$ cat config.mk
export PLATFORM = sky130hd
export DESIGN_NAME = pic_writer
export DESIGN_NICKNAME = d
export VERILOG_FILES = /design/src/rtl/pic_writer.sv
export SDC_FILE = /design/constraint.sdc
export NUM_CORES = 1
export LEC_CHECK = 0
export ABC_AREA = 0
export BUFFER_PORTS_ARGS = -buffer_cell sky130_fd_sc_hd__buf_2
export CAP_MARGIN = 30
export CORE_MARGIN = 8
export CORE_UTILIZATION = 50
export DETAILED_ROUTE_END_ITERATION = 6
export GPL_TIMING_DRIVEN = 1
export PLACE_DENSITY = 0.73
export SKIP_CTS_REPAIR_TIMING = 1
export SYNTH_ARGS = -nofsm -noshare
export SYNTH_HDL_FRONTEND = slang
export SYNTH_SLANG_ARGS = --single-unit
$ cat constraint.sdc
create_clock -name clk -period 4.9 [get_ports clk]
set_input_delay 0.98 -clock clk [delete_from_list [all_inputs] [get_ports clk]]
set_output_delay 0.98 -clock clk [all_outputs]
set_load 0.03 [all_outputs]
$ cat src/rtl/pic_writer.sv
// Pixel write port for the 160x120 2bpp frame RAM: accepts (x, y, colour) writes
// over valid/ready and offers a full-screen clear sweep with a latched fill colour.
module pic_writer #(
    parameter int WIDTH  = 160,
    parameter int HEIGHT = 120,
    parameter int DROP_W = 8
) (
    input  logic              clk,
    input  logic              resetn,
    input  logic              clear,
    input  logic [1:0]        clear_colour,
    input  logic              pix_valid,
    output logic              pix_ready,
    input  logic [9:0]        pix_x,
    input  logic [9:0]        pix_y,
    input  logic [1:0]        pix_colour,
    output logic [14:0]       mem_address,
    output logic [1:0]        mem_data,
    output logic              mem_wren,
    output logic              busy,
    output logic              done,
    output logic [DROP_W-1:0] drop_count
);

    typedef enum logic [1:0] {
        ST_IDLE,
        ST_CLEAR,
        ST_FINISH
    } state_t;

    localparam logic [14:0]       TOTAL    = 15'(WIDTH * HEIGHT);
    localparam logic [9:0]        WIDTH_C  = 10'(WIDTH);
    localparam logic [9:0]        HEIGHT_C = 10'(HEIGHT);
    localparam logic [DROP_W-1:0] DROP_MAX = {DROP_W{1'b1}};

    state_t              state_reg, state_next;
    logic [14:0]         sweep_reg, sweep_next;
    logic [1:0]          fill_reg, fill_next;
    logic [14:0]         addr_reg, addr_next;
    logic [1:0]          data_reg, data_next;
    logic                wren_reg, wren_next;
    logic                busy_reg, busy_next;
    logic                done_reg, done_next;
    logic [DROP_W-1:0]   drop_reg, drop_next;

    logic                pix_in_range;
    logic [14:0]         pix_addr;

    // Address is only used when in range, so the 15-bit product never wraps.
    assign pix_in_range = (pix_x < WIDTH_C) && (pix_y < HEIGHT_C);
    assign pix_addr     = 15'(pix_y) * 15'(WIDTH) + 15'(pix_x);
    assign pix_ready    = (state_reg == ST_IDLE) && !clear;

    always_ff @(posedge clk or negedge resetn) begin
        if (!resetn) begin
            state_reg <= ST_IDLE;
            sweep_reg <= '0;
            fill_reg  <= '0;
            addr_reg  <= '0;
            data_reg  <= '0;
            wren_reg  <= 1'b0;
            busy_reg  <= 1'b0;
            done_reg  <= 1'b0;
            drop_reg  <= '0;
        end else begin
            state_reg <= state_next;
            sweep_reg <= sweep_next;
            fill_reg  <= fill_next;
            addr_reg  <= addr_next;
            data_reg  <= data_next;
            wren_reg  <= wren_next;
            busy_reg  <= busy_next;
            done_reg  <= done_next;
            drop_reg  <= drop_next;
        end
    end

    always_comb begin
        state_next = state_reg;
        sweep_next = sweep_reg;
        fill_next  = fill_reg;
        addr_next  = addr_reg;
        data_next  = data_reg;
        wren_next  = 1'b0;
        drop_next  = drop_reg;

        case (state_reg)
            ST_IDLE: begin
                if (clear) begin
                    // Address 0 is written on the accepting edge, so the counter starts at 1.
                    state_next = ST_CLEAR;
                    fill_next  = clear_colour;
                    addr_next  = '0;
                    data_next  = clear_colour;
                    wren_next  = 1'b1;
                    sweep_next = 15'd1;
                end else if (pix_valid) begin
                    if (pix_in_range) begin
                        addr_next = pix_addr;
                        data_next = pix_colour;
                        wren_next = 1'b1;
                    end else if (drop_reg != DROP_MAX) begin
                        drop_next = drop_reg + 1'b1;
                    end
                end
            end
            ST_CLEAR: begin
                if (sweep_reg == TOTAL) begin
                    state_next = ST_FINISH;
                    sweep_next = '0;
                end else begin
                    addr_next  = sweep_reg;
                    data_next  = fill_reg;
                    wren_next  = 1'b1;
                    sweep_next = sweep_reg + 15'd1;
                end
            end
            ST_FINISH: begin
                state_next = ST_IDLE;
            end
            default: begin
                state_next = ST_IDLE;
            end
        endcase

        busy_next = (state_next == ST_CLEAR);
        done_next = (state_next == ST_FINISH);
    end

    assign mem_address = addr_reg;
    assign mem_data    = data_reg;
    assign mem_wren    = wren_reg;
    assign busy        = busy_reg;
    assign done        = done_reg;
    assign drop_count  = drop_reg;

endmodule

Yosys cells after proc, flatten, opt, wreduce, memory -nomap -nowiden. Index checks and enable logic that the tools add are counted.

Add/sub/neg operators: 3. Multiply operators: 1. Order comparisons: 2. Eq/ne operators: 9. Muxes and demuxes: 21. Bitwise gates (word level): 2. Reduce and logical (&&, ||, !) cells: 9.

Operators by type and width (count): 15-bit 2-to-1 mux (6); 15-bit one-hot mux with 2 select lines (2); 15-bit by 1-bit adder with 15-bit output, second input constant (1); 15-bit by 10-bit adder with 15-bit output (1); 15-bit == test, second input constant (1); 2-bit 2-to-1 mux (6); 10-bit by 7-bit < comparator with 1-bit output, second input constant (1); 10-bit by 8-bit < comparator with 1-bit output, second input constant (1); 10-bit by 3-bit multiplier with 10-bit output, second input constant (1); 8-bit by 1-bit adder with 8-bit output, second input constant (1); 8-bit != test, second input constant (1); 2-bit one-hot mux with 2 select lines (2); 3-bit != test, second input constant (2); 5-bit AND reduction (1); 2-bit by 1-bit == test with 1-bit output, second input constant (2); 1-bit 2-to-1 mux (4); 2-bit != test, second input constant (2); 2-bit AND reduction (2); 4-bit AND reduction (1); 2-bit == test, second input constant (1); 1-bit logical AND (2); 2-bit logical NOT (1); 1-bit NOT (2); 1-bit one-hot mux with 2 select lines (1); 2 further kinds (2).

Register bits after elaboration: 47. Output and inout bits: 29. Logic and storage cells: 56.

Longest topological paths before layout.
Depth in word-level cells: 6. Depth in mapped cells: 10.

Worst setup path before layout. OpenSTA, ideal clock, no wires.

Path type: input -> register. Start point: in pix_y[1]. End point: reg addr_reg[13], in the netlist mem_address[13]. Setup time: 0.128 ns. Arrival: 3.372 ns. Required time: 4.772 ns. Slack: 1.401 ns. Stages on the path: 10. Cells stage by stage: ha_1 > ha_1 > fa_1 > ha_1 > o21ai_0 > nor2_1 > o21ai_0 > or4_1 > a211oi_1 > nor3_1.

Word-level cells in the longest chain between the ends: 6.

Ends and longest elaborated chain: from (decl) (line 15) `input logic [9:0] pix_y,`; 10-bit by 3-bit multiplier with 10-bit output (line 51) `assign pix_addr = 15'(pix_y) * 15'(WIDTH) + 15'(pix_x);`; 15-bit by 10-bit adder with 15-bit output (line 51); 15-bit 2-to-1 mux (line 98) `if (pix_in_range) begin`; 15-bit 2-to-1 mux (line 97) `end else if (pix_valid) begin`; 15-bit 2-to-1 mux (line 89) `if (clear) begin`; 15-bit one-hot mux with 2 select lines (line 87) `case (state_reg)`; to (signal assigned) (line 69) `addr_reg <= addr_next;`; to (decl) (line 39) `logic [14:0] addr_reg, addr_next;`.

Parallel ways exist; a longest one is shown, timed or not. The select of a mux whose other input is x is not followed. A chain may end at the register's enable or synchronous reset.

Final worst setup path. Same ends and word-level chain as after synthesis.

==> summary.md <==
| Metric | Value |
|---|---|
| Clock power share | 0.214 |
| Initial antenna violation count | 0 |
| Wire length per cell | 15.9 um |
| Core area | 5780 um2 |
| Largest area contributor in the netlist | dfrtp_1 |
| DRC errors left | 0 |
| Arrival time at the worst endpoint | 3.69 ns |
| Slew Viols, Final | 0 |
| Power per cell area | 325 nW/um2 |
| Starting density of the core | 0.506 |
| Final min period | 3.51 ns |
| Cells after Synth | 301 |
| Area delta synth->final | 15.3% |
| I/O Pins | 57 |
| Yosys cell types | 50 |
| Met2 Use GR | 0.278 |
| Site Rows | 28 |
| Combinational power share | 0.320 |
| Syn nets | 352 |
| CTS tree | yes |
| Final ANT Viol Nets | 0 |
| Routing usage on met1 | 0.212 |
| Largest net degree at the start of global routing | 33 |
| Worst setup EP type | register |
| LEAKAGE | 1.63 nW |
| Final core occ | 0.584 |
| DRT Wirelength | 6860 um |
| Met3 Use GR | 0.0429 |
| Vias in the first global route | 2465 |
| Most frequent CP cell | ha_1 |
| Register area | 1180 um2 |
| First drt pass iteration count | 4 |
| Status | completed |
| Fmax | 285 MHz |
| Post-synthesis sequential area ratio | 0.402 |
| Post-synthesis average cell area | 9.72 um2 |
| Max Cap Viol | 0 |
| Vias/cell | 5.73 |
| Filler instances | 536 |
| Sink Count | 47 |
| Int Power | 0.696 mW |
| Commonest cells in the synthesized netlist | dfrtp_1 (47), nor2_1 (30), nand2_1 (26) |
| Fin crit share | 0.716 |
| Nets | 408 |
| Post-Syn Area | 2930 um2 |
| Gr ovfl total | 0 |
| Prevailing post-synth register cell | dfrtp_1 |
| Global Route Usage Sum | 0.168 |
| Total number of yosys warnings | 0 |
| Chip Width | 92.5 um |
| Worst-Skew Late Latency | 0.29 ns |
| Setup WS pre-CTS | 1.08 ns |
| Cells along the critical path | buf_2 > ha_1 > ha_1 > fa_1 > ha_1 > o21ai_0 > nor2_1 > o21ai_0 > or4_1 > a211oi_1 > nor3_1 |
| Top-count cell post-synth | dfrtp_1 |
| DR vias | 2476 |
| Clock Root Buffer | clkbuf_8 |
| Antenna fix cells | 0 |
| Worst Setup Start Kind | input pin |
| Switch Pwr | 0.401 mW |
| Initial DRC count | 84 |
| Dpl hpwl | 5310 um |
| EDFF count, synth | 0 |
| CTS clk-pin slew, worst paths | 0.08 ns |
| Multi-input gate area | 1690 um2 |
| HP Class | reg2reg |
| Die Ht | 92.5 um |
| Crit path max fanout | 4 |
| Final setup margin | 1.39 ns |
| Slowest cell on crit path | or4_1 |
| Critical path's largest stage delay | 0.55 ns |
| Buffers on Ports | 56 |
| Ys async rst share | 1.00 |
| Max_slew headroom | 0.452 |
| WHS | 0.478 ns |
| Max clock buf depth | 2 |
| Gpl congestion | 0.851 |
| RSZ-0062 raised after global routing | false |
| Num CTS Buffers | 5 |
| Hold Fails Final Rpt | 0 |
| Sw Share | 0.365 |
| First-pass GRT wire length | 11800 um |
| Setup TNS | 0 ns |
| Sequential fraction of design power | 0.466 |
| Yosys reg bits | 47 |
| Proportion of layout cells with a drive suffix above 1 | 0.213 |
| Clk_skew | 0.00711 ns |
| Kind of critical path | in2reg |
| Largest cells by area after synthesis | dfrtp_1 (40%), ha_1 (9.0%), xor2_1 (4.2%), o21ai_0 (4.1%), nor2_1 (3.8%) |
| Busiest grt layer | met2 |
| Die area | 8550 um2 |
| Yosys top cell area share | 0.402 |
| Worst-Margin Slew | 0.820 ns |
| CP Data Required Time | 5.08 ns |
| Htree depth | 2 |
| Final setup vio count | 0 |
| Worst VDD drop | 0.208 mV |
-- per-layer routing --
layer  vias to the layer above  wire [um]
met1                      1190       3150
met5                         -          0
met4                         0         88
li1                       1210          -
met2                        68       3180
met3                         8        434
-- cell type report --
cell class	instances	share of cell area
Clock buffer	6	0.0245
Clock inverter	1	0.00148
Inverter	5	0.00556
Multi-Input combinational cell	240	0.501
Sequential cell	47	0.349
Tap cell	75	0.0278
Timing Repair Buffer	58	0.0912
-- worst max-delay path, delay by kind of cell --
family | cells | cell delay [ns]
adders and majority gates | 4 | 1.35
AOI/OAI and AO/OA | 3 | 0.48
and+or+nand+nor | 3 | 0.74
buffers and inverters | 1 | 0.13
-- cells by family (layout without fill, tap and decap cells) --
family / count (synthesis) / after routing / share of synthesized area
flops: 47 / 47 / 0.402
simple gates: 107 / 107 / 0.190
mux: 7 / 7 / 0.0252
compound gates: 78 / 78 / 0.183
fa+ha+maj: 23 / 23 / 0.104
buf+inv: 14 / 70 / 0.0214
xor+xnor: 25 / 25 / 0.0749
-- layout by cell type, fill, tap and decap left out, types with 3 or more instances in the layout --
| cell type | count |
|---|---|
| buf_2 | 56 |
| dfrtp_1 | 47 |
| nor2_1 | 30 |
| nand2_1 | 26 |
| o21ai_0 | 24 |
| ha_1 | 21 |
| xor2_1 | 14 |
| a21oi_1 | 14 |
| xnor2_1 | 11 |
| and3_1 | 8 |
| a211oi_1 | 8 |
| nand4_1 | 6 |
| a21o_1 | 6 |
| nor3b_1 | 6 |
| clkbuf_8 | 6 |
| and2_1 | 5 |
| inv_1 | 4 |
| nor3_1 | 4 |
| a31oi_1 | 4 |
| mux2i_1 | 4 |
| nand3_1 | 4 |
| a22o_1 | 3 |
| mux2_2 | 3 |
| o31ai_1 | 3 |
| or4_1 | 3 |
| a221oi_1 | 3 |
-- stage by stage --
step                total power [mW]  instances  instance area [um2]
global route                    1.17        432                 3370
detailed placement             0.871        425                 3290
floorplan                      0.755        301                 2930
finish                          1.10        432                 3370
global placement               0.856        424                 3270
CTS                             1.11        432                 3370
-- path summary, 6_finish.rpt --
path | start | end | slack [ns] | cells past startpoint
setup reg to reg | sweep_reg[13] | mem_address[14] | 1.76 | 6
min in group asynchronous | resetn | sweep_reg[7] | 0.59 | 1
hold reg to reg | mem_data[0] | mem_data[0] | 0.48 | 2
max in group asynchronous | resetn | drop_count[5] | 3.82 | 2
hold / removal | mem_data[0] | mem_data[0] | 0.48 | 2
setup / recovery | pix_y[1] | mem_address[13] | 1.39 | 11
-- power by group through the flow --
stage | clock [mW] | combinational, mW | sequential [mW]
5_1_grt | 0.258 | 0.394 | 0.518
6_report | 0.235 | 0.351 | 0.511
2_1_floorplan | 0 | 0.193 | 0.562
3_3_place_gp | 0 | 0.342 | 0.514
4_1_cts | 0.245 | 0.355 | 0.511
3_5_place_dp | 0 | 0.352 | 0.519
Note: power is estimated with default switching activity, not from simulation.
